==> src/rtl/smr_pkg.sv <==
// Shared types for the special-modulus reducer: operating modes, FSM states
// and the accumulator sizing helper.
package smr_pkg;

   typedef enum logic [1:0] {
      MODE_MERSENNE,
      MODE_FERMAT,
      MODE_UNSUP
   } mode_e;

   typedef enum logic [1:0] {
      IDLE,
      FOLD,
      CORRECT,
      DONE
   } state_e;

   // Headroom for up to maxChunks summed k-bit chunks plus a sign bit.
   function automatic int accWidth(input int w, input int maxChunks);
      return w + $clog2(maxChunks) + 2;
   endfunction

endpackage

==> src/rtl/smr_mod_classify.sv <==
// Combinational modulus classifier: recognises 2^k-1 and 2^k+1 moduli from
// the modulus and its bit length, and checks the chunk count fits.
module smr_mod_classify
   import smr_pkg::*;
#(
   parameter  int W          = 64,
   parameter  int XW         = 128,
   parameter  int MAX_CHUNKS = 8,
   localparam int BLW        = $clog2(W + 1)
) (
   input  logic [W-1:0]   m_i,
   input  logic [BLW-1:0] m_bl_i,
   output mode_e          mode_o,
   output logic [BLW-1:0] k_o,
   output logic           chunks_ok_o
);

   logic [BLW-1:0] blMinus1;
   logic [W-1:0]   mersenneVal;
   logic [W-1:0]   fermatVal;

   always_comb begin
      blMinus1    = m_bl_i - BLW'(1);
      // A shift by exactly W wraps to zero, so bl==W still gives the all-ones pattern.
      mersenneVal = (W'(1) << m_bl_i) - W'(1);
      fermatVal   = (W'(1) << blMinus1) + W'(1);
      mode_o      = MODE_UNSUP;
      k_o         = '0;
      if (m_bl_i >= BLW'(2) && m_bl_i <= BLW'(W)) begin
         if (m_i == mersenneVal) begin
            mode_o = MODE_MERSENNE;
            k_o    = m_bl_i;
         end else if (m_i == fermatVal) begin
            mode_o = MODE_FERMAT;
            k_o    = blMinus1;
         end
      end
      chunks_ok_o = (k_o != '0) && ((32'(k_o) * 32'(MAX_CHUNKS)) >= 32'(XW));
   end

endmodule

==> src/rtl/special_mod_reduce.sv <==
// Serial shift-add reducer computing x mod m for 2^k-1 / 2^k+1 moduli.
// Define SMR_CONST_TIME_EN for data-independent fold and correction timing.
module special_mod_reduce
   import smr_pkg::*;
#(
   parameter  int W          = 64,
   parameter  int XW         = 128,
   parameter  int MAX_CHUNKS = 8,
   localparam int BLW        = $clog2(W + 1)
) (
   input  logic           clk_i,
   input  logic           rst_ni,
   input  logic           in_valid_i,
   output logic           in_ready_o,
   input  logic [XW-1:0]  x_i,
   input  logic [W-1:0]   m_i,
   input  logic [BLW-1:0] m_bl_i,
   output logic           out_valid_o,
   input  logic           out_ready_i,
   output logic [W-1:0]   result_o,
   output mode_e          mode_o,
   output logic           err_o
);

   localparam int AW   = accWidth(W, MAX_CHUNKS);
   localparam int IDXW = $clog2(MAX_CHUNKS) + 1;
   localparam int SHW  = $clog2(MAX_CHUNKS * W + 1);

   mode_e                clsMode;
   mode_e                inMode;
   logic [BLW-1:0]       clsK;
   logic                 clsChunksOk;
   logic [W-1:0]         inMask;

   state_e               stateQ;
   logic [XW-1:0]        xQ;
   logic [W-1:0]         mQ;
   logic [W-1:0]         kMaskQ;
   logic [BLW-1:0]       kQ;
   mode_e                modeQ;
   logic signed [AW-1:0] accQ;
   logic [IDXW-1:0]      idxQ;
   logic [W-1:0]         resultQ;
   logic                 outValidQ;
   logic                 inReadyQ;
   logic                 errQ;

   logic [SHW-1:0]       shiftAmt;
   logic [W-1:0]         chunk;
   logic signed [AW-1:0] chunkExt;
   logic signed [AW-1:0] mExt;
   logic signed [AW-1:0] foldAccD;
   logic signed [AW-1:0] corrAccD;
   logic                 foldLast;
   logic                 corrLast;
`ifndef SMR_CONST_TIME_EN
   logic [SHW-1:0]       nextShift;
`endif

   smr_mod_classify #(
      .W          (W),
      .XW         (XW),
      .MAX_CHUNKS (MAX_CHUNKS)
   ) uClassify (
      .m_i         (m_i),
      .m_bl_i      (m_bl_i),
      .mode_o      (clsMode),
      .k_o         (clsK),
      .chunks_ok_o (clsChunksOk)
   );

   // Chunk extraction and the fold/correct arithmetic for the current step.
   // Correction looks one step ahead so the final in-range value is registered
   // in the same cycle it appears, keeping the correction count within MAX_CHUNKS.
   always_comb begin
      inMode   = clsChunksOk ? clsMode : MODE_UNSUP;
      inMask   = (W'(1) << clsK) - W'(1);
      shiftAmt = SHW'(idxQ) * SHW'(kQ);
      chunk    = W'(xQ >> shiftAmt) & kMaskQ;
      chunkExt = $signed({{(AW - W){1'b0}}, chunk});
      mExt     = $signed({{(AW - W){1'b0}}, mQ});
      foldAccD = (modeQ == MODE_FERMAT && idxQ[0]) ? accQ - chunkExt : accQ + chunkExt;
      if (accQ[AW-1]) begin
         corrAccD = accQ + mExt;
      end else if (accQ >= mExt) begin
         corrAccD = accQ - mExt;
      end else begin
         corrAccD = accQ;
      end
`ifdef SMR_CONST_TIME_EN
      foldLast = (idxQ == IDXW'(MAX_CHUNKS - 1));
      corrLast = (idxQ == IDXW'(MAX_CHUNKS - 1));
`else
      nextShift = shiftAmt + SHW'(kQ);
      foldLast  = (nextShift >= SHW'(XW)) || ((xQ >> nextShift) == '0);
      corrLast  = !corrAccD[AW-1] && (corrAccD < mExt);
`endif
   end

   always_ff @(posedge clk_i or negedge rst_ni) begin
      if (!rst_ni) begin
         stateQ    <= IDLE;
         xQ        <= '0;
         mQ        <= '0;
         kMaskQ    <= '0;
         kQ        <= '0;
         modeQ     <= MODE_UNSUP;
         accQ      <= '0;
         idxQ      <= '0;
         resultQ   <= '0;
         outValidQ <= 1'b0;
         inReadyQ  <= 1'b1;
         errQ      <= 1'b0;
      end else begin
         case (stateQ)
            IDLE: begin
               if (in_valid_i) begin
                  xQ       <= x_i;
                  mQ       <= m_i;
                  kQ       <= clsK;
                  kMaskQ   <= inMask;
                  modeQ    <= inMode;
                  accQ     <= $signed({{(AW - W){1'b0}}, x_i[W-1:0] & inMask});
                  idxQ     <= IDXW'(1);
                  inReadyQ <= 1'b0;
                  if (inMode == MODE_UNSUP) begin
                     errQ      <= 1'b1;
                     resultQ   <= '0;
                     outValidQ <= 1'b1;
                     stateQ    <= DONE;
                  end else begin
                     errQ   <= 1'b0;
                     stateQ <= FOLD;
                  end
               end
            end
            FOLD: begin
               accQ <= foldAccD;
               if (foldLast) begin
                  idxQ   <= '0;
                  stateQ <= CORRECT;
               end else begin
                  idxQ <= idxQ + IDXW'(1);
               end
            end
            CORRECT: begin
               accQ <= corrAccD;
               idxQ <= idxQ + IDXW'(1);
               if (corrLast) begin
                  resultQ   <= corrAccD[W-1:0];
                  outValidQ <= 1'b1;
                  stateQ    <= DONE;
               end
            end
            DONE: begin
               if (out_ready_i) begin
                  outValidQ <= 1'b0;
                  inReadyQ  <= 1'b1;
                  stateQ    <= IDLE;
               end
            end
            default: begin
               stateQ <= IDLE;
            end
         endcase
      end
   end

   assign in_ready_o  = inReadyQ;
   assign out_valid_o = outValidQ;
   assign result_o    = resultQ;
   assign mode_o      = modeQ;
   assign err_o       = errQ;

endmodule

==> config.mk <==
export PLATFORM = sky130hd
export DESIGN_NAME = special_mod_reduce
export DESIGN_NICKNAME = d
export VERILOG_FILES = /design/src/rtl/smr_pkg.sv /design/src/rtl/smr_mod_classify.sv /design/src/rtl/special_mod_reduce.sv
export SDC_FILE = /design/constraint.sdc
export NUM_CORES = 2
export LEC_CHECK = 0
export ABC_AREA = 1
export CORE_ASPECT_RATIO = 0.7
export CORE_UTILIZATION = 37
export DETAILED_ROUTE_END_ITERATION = 10
export PLACE_DENSITY = 0.55
export SLEW_MARGIN = 0
export SYNTH_ARGS = -nofsm -noshare
export SYNTH_HDL_FRONTEND = slang
export SYNTH_SLANG_ARGS = --single-unit
==> constraint.sdc <==
create_clock -name clk_i -period 19.1 [get_ports clk_i]
set_input_delay 1.91 -clock clk_i [delete_from_list [all_inputs] [get_ports clk_i]]
set_output_delay 1.91 -clock clk_i [all_outputs]
set_load 0.005 [all_outputs]
# Yosys cells after proc, flatten, opt, wreduce, memory -nomap -nowiden
# Index checks and enable logic that the tools add are counted.
# W data, S select, Z words.
[totals]
elab_cells = 101
out_inout_bits = 69
reg_bits = 407
[op_classes]
eq_ne = 12
muxes = 34
n_reduce_logical = 19
order_cmp = 6
n_addsub = 10
shifts = 5
n_mul = 1
bitwise_logic = 2
[op_table]
columns = ["cell", "n"]
rows = [
  ["$mux W69", 4],
  ["$pmux W69 S3", 1],
  ["$mux W64", 3],
  ["$shl A1 B7 Y64 const A", 3],
  ["$add A69 B65 Y69", 2],
  ["$sub A69 B65 Y69", 2],
  ["$and A64 B64 Y64", 2],
  ["$eq A64 B64 Y1", 2],
  ["$logic_not A128 Y1", 1],
  ["$pmux W64 S2", 1],
  ["$shr A128 B10 Y128", 1],
  ["$shr A128 B10 Y64", 1],
  ["$sub A64 B2 Y64 const B", 2],
  ["$ge A69 B65 Y1", 1],
  ["$lt A69 B65 Y1", 1],
  ["$add A64 B2 Y64 const B", 1],
  ["$mux W7", 3],
  ["$ge A10 B8 Y1 const B", 2],
  ["$mux W2", 9],
  ["$pmux W4 S3", 1],
  ["$add A10 B7 Y10", 1],
  ["$mul A4 B7 Y10", 1],
  ["$ne A2 B2 Y1 const B", 5],
  ["$mux W4", 2],
  ["21 further kinds", 37],
]

# Depth between registers and ports, before layout
[logic_depth]
word_depth = 14
depth_mapped = 67
depth_no_buf = 65

# By module
# A second synthesis with hierarchy kept.
[unflattened]
cells_unflattened = 11190
area_unflattened_um2 = 61765.5
[modules_own_cells]
columns = ["module", "cells_each", "seq_area_each_um2", "area_per_inst_um2", "n_inst"]
rows = [
  ["special_mod_reduce", 9911, 10187.3, 55698.4, 1],
  ["smr_mod_classify", 1279, 0.0, 6067.1, 1],
]

# Worst setup path before layout
# No wires, ideal clock.
[synth_timing]
path_kind = "register to register"
start = "register idxQ[1]"
end = "register accQ[59]"
arrival_ns = 8.269
period_less_slack_ns = 8.386
setup_time_ns = 0.117
path_slack_ns = 10.714
t_required_ns = 18.983
stages_incl_launch_ff = 59
cell_sequence = "dfrtp_1 clkbuf_1 nand2_1 fa_1 inv_1 fa_1 fa_1 nand4_1 nand3_1 xnor2_1 nand2_1 inv_2 clkbuf_1 buf_1 nand2_1 o21ai_0 nand2_1 o21ai_0 [23 not listed] a21o_1 a21o_1 nand2_1 nand2_1 nand2_1 nand2_1 a21oi_1 o21ai_0 nand2_1 nand2_1 a21o_1 or2_2 nand3_1 nand2_1 nand2_1 nand2_1 nand2_1 nand2_1"
[synth_via]
elab_chain_cells = 6
[synth_lines]
columns = ["element", "line_no", "text"]
rows = [
  ["from (decl)", "special_mod_reduce.sv:42", "logic [IDXW-1:0] idxQ;"],
  ["from (signal assigned)", "special_mod_reduce.sv:143", "idxQ <= idxQ + IDXW'(1);"],
  ["from (signal assigned)", "special_mod_reduce.sv:148", "idxQ <= idxQ + IDXW'(1);"],
  ["$mul A4 B7 Y10 (*)", "special_mod_reduce.sv:78", "shiftAmt = SHW'(idxQ) * SHW'(kQ);"],
  ["$shr A128 B10 Y64 (*)", "special_mod_reduce.sv:79", "chunk = W'(xQ >> shiftAmt) & kMaskQ;"],
  ["$and A64 B64 Y64 (*)", "special_mod_reduce.sv:79", ""],
  ["$add A69 B65 Y69 or $sub A69 B65 Y69 (tied branches)", "special_mod_reduce.sv:82", "foldAccD = (modeQ == MODE_FERMAT && idxQ[0]) ? accQ - chunkExt : accQ + chunkExt;"],
  ["$mux W69 (*)", "special_mod_reduce.sv:82", ""],
  ["$pmux W69 S3 (*)", "special_mod_reduce.sv:115", "case (stateQ)"],
  ["to (signal assigned)", "special_mod_reduce.sv:123", "accQ <= $signed({{(AW - W){1'b0}}, x_i[W-1:0] & inMask});"],
  ["to (signal assigned)", "special_mod_reduce.sv:138", "accQ <= foldAccD;"],
  ["to (signal assigned)", "special_mod_reduce.sv:147", "accQ <= corrAccD;"],
  ["to (decl)", "special_mod_reduce.sv:41", "logic signed [AW-1:0] accQ;"],
]
# Mark *: on every way between the ends. The rest lies on a longest branch, timed or not.
# A chain may end at the register's enable or synchronous reset.

# Final worst setup path
[layout_timing]
start = "register idxQ[1]"
end = "register accQ[58]"
# The elaborated chain is that of the path after synthesis.

==> metrics.csv <==
metric,value,unit
final total power,12.93,mW
Synth Area in Adders,6.306,%
VDD IR max,0.1626,mV
worst min path class,reg2reg,
post-synthesis sequential area ratio,16.28,%
total track usage,44.76,%
Post-synth EDFFs,0,
fraction of registers with async set/reset,100.0,%
Crit path largest cell delay,1.16,ns
Rel. slew slack,-5.310,%
CP Max Fanout,75,
share of layout cells above drive strength 1,3.694,%
endpoints failing hold,0,
WL/cell,29.27,um
final cell count without fillers,13620,
via count,83490,
syn nets,11980,
grt ovf,0,
first-pass GRT wire length,550.3,mm
"Distinct cells, synth",67,
initial DRC count,14930,
Reg2Reg Depth,57,
fmax,80.36,MHz
vias in the first global route,71890,
Post-DRT Antenna Nets,0,
CP Data Arrival Time,12.97,ns
Hold EP,result_o[22]$_DFFE_PN0P_,
status,finished with violations,
clk buf depth,3,
power density over the cells,187.8,nW/um^2
leakage power,36.32,nW
Hold Slack,0.4869,ns
Final WS setup,6.655,ns
reg-to-reg critical path startpoint,idxQ[1]$_DFFE_PN0P_,
# IOs,272,
Synth-to-Final Area Change,10.03,%
CTS buffer count,53,
Syn Area/Cell,5.456,sq um
H-tree depth,2,
Final Setup Violations,0,
Final period util,65.15,%
"Clk Latency, worst-skew pair",0.73,ns
CP required,19.63,ns
initial antenna violation count,55,
GPL Wtd Cong,1.154,
RSZ-0062 raised after global routing,false,
Startpoint Class,register,
Mapped Cells,11470,
r2r endpoint,accQ[58]$_DFFE_PN0P_,
simple-gate share of the synthesized area,48.89,%
Initial Util,37.50,%
Mapped Area,62580,sq um
CP max-delay cell,o21ai_0,
top cell type's share of synthesized area,21.38,%
"Top FF cell, synth",dfrtp_1,
post-cts gate resize count,0,
Die Y,346.1,um
dpl cell area,66890,sq um
nets,11840,
Total Wirelength,398.5,mm
failing checks,"capacitance limit, slew limit",
clk slew on worst S/H paths,0.06,ns
critical path's most frequent cell,nand2_1,
Compound-Gate Fraction of Synth Area,14.68,%
CP endpoint kind,register,
Worst-Margin Slew,1.563,ns
DRC,0,
Final Skew,0.07801,ns
placed insts,13490,
setup TNS,0,ns
Post-CTS Hold Fix Bufs,0,
DRT Pass-1 Iters,8,
fin util,41.26,%
critical path class,reg2reg,
post-route cell area,68850,sq um
clock root buffer,clkbuf_16,
Final Critical Period,12.44,ns
multiplexer area fraction after synthesis,0.03199,%
largest family of logic cells by synthesized area,simple AND/OR/NAND/NOR gates,
input/output buffers,271,
HP Start,result_o[22]$_DFFE_PN0P_,
hold path depth,2,
Reg2Reg Setup Slack,6.66,ns
HPWL Detailed,331.9,mm
postcts setup bufs,0,
DR vias/cell,6.132,
Place WS,7.504,ns
fill cell total of the finished layout,18640,
top post-synthesis cells by area,"nand2_1 (21%), dfrtp_1 (16%), nand3_1 (16%)",
Synth Area in XOR/XNOR,3.499,%
"Slew Viols, Final",6,
synth warn,0,
largest net degree at the start of global routing,129,
core area,166900,sq um
"FF+latch count, synth",407,
clk sinks,407,
die area,170800,sq um
# rows,125,
TritonCTS clock tree,done,
Yosys top cell by area,nand2_1,
Die Span X,493.5,um
Max-Cap Viols,2,
report_power, final:
| group | internal (mW) | switching, mW | total [mW] |
|---|---|---|---|
| clock network | 0.656 | 0.518 | 1.17 |
| logic | 2.87 | 6.91 | 9.78 |
| registers | 1.19 | 0.798 | 1.98 |
synth_stat cells, types with 15 or more instances:
master / n
a211oi_1: 23
a21boi_0: 32
a21oi_1: 588
a31oi_1: 65
and2_1: 15
buf_1: 131
buf_2: 41
clkbuf_1: 398
dfrtp_1: 405
ha_1: 293
inv_1: 1052
inv_2: 37
nand2_1: 3565
nand3_1: 1941
nand3_2: 17
nand3b_1: 21
nand4_1: 192
nor2_1: 1154
nor2_2: 30
nor3_1: 77
nor4_1: 28
o211ai_1: 60
o21a_1: 33
o21ai_0: 721
o21ai_1: 40
o21bai_1: 19
or2_2: 55
xnor2_1: 45
xor2_1: 205
state kept, by name (all words and copies together), names as in the netlist:
name         cells
xQ             128
accQ            69
kMaskQ          64
mQ              64
result_o        64
kQ               7
idxQ             4
mode_o           2
stateQ           2
err_o            1
in_ready_o       1
out_valid_o      1
critical path, delay by kind of cell (launching register included):
family / cells / cell delay, ns
AOI/OAI and AO/OA: 16 / 4.40
xor gates and xnor gates: 1 / 0.17
and+or+nand+nor: 26 / 3.34
DFF: 1 / 0.49
buffers and inverters: 10 / 2.01
adders and majority gates: 4 / 1.78
area by class of cell:
cell class	count	area [sq um]	share of cell area, %
diodes	24	60.06	0.08723
clock buffers	62	1443	2.095
clock inverters	37	460.4	0.6688
inverters	1096	4135	6.006
multi-input cells	9380	46150	67.02
flip-flops and latches	407	10190	14.80
well taps	2222	2780	4.038
repair buffers	387	3638	5.285
metal layers:
metal  global-route usage, %  routed length (um)  up-vias
met5                   2.129                 677        -
met4                   8.765                9082       36
met3                   24.85               74560      494
met2                   52.31              134400     6041
met1                   67.55              179700    39390
li1                        -                   -    37530
kinds of logic after synthesis:
group | Yosys count
xor gates and xnor gates | 250
and+or+nand+nor | 7147
adders and majority gates | 307
DFF | 407
AOI/OAI and AO/OA | 1674
muxes | 2
buffers and inverters | 1683
cells in the final DEF (no fill, tap or decap), drive strengths merged, types with 9 or more instances in the layout:
cell type	count
nand3b	21
o211ai	61
a22oi	10
nor3	82
o221ai	14
o31ai	10
clkdlybuf4s50	270
nand3	1960
ha	293
buf	117
o21bai	19
a21o	13
clkinv	27
xor2	205
inv	1094
and2	16
diode	24
xnor2	45
o22ai	9
a211oi	23
a21boi	32
clkbuf	62
a31oi	65
nor2	1194
nand4	194
o21ai	761
or2	55
o21a	33
nand2	3579
dfrtp	405
fa	14
nor4	28
a21oi	588
how the worst max path moves through the flow:
stage,from,to,slack (ns),cells after the start
final,idxQ[1]$_DFFE_PN0P_,accQ[58]$_DFFE_PN0P_,6.66,57
after global routing,idxQ[1]$_DFFE_PN0P_,accQ[65]$_DFFE_PN0P_,5.76,59
after CTS,idxQ[1]$_DFFE_PN0P_,accQ[58]$_DFFE_PN0P_,7.42,58
after detailed placement,idxQ[1]$_DFFE_PN0P_,accQ[58]$_DFFE_PN0P_,7.50,58
after global placement,idxQ[1]$_DFFE_PN0P_,accQ[62]$_DFFE_PN0P_,7.53,56
after floorplan,idxQ[1]$_DFFE_PN0P_,accQ[59]$_DFFE_PN0P_,10.71,58
(Power assumes the default switching activity.)
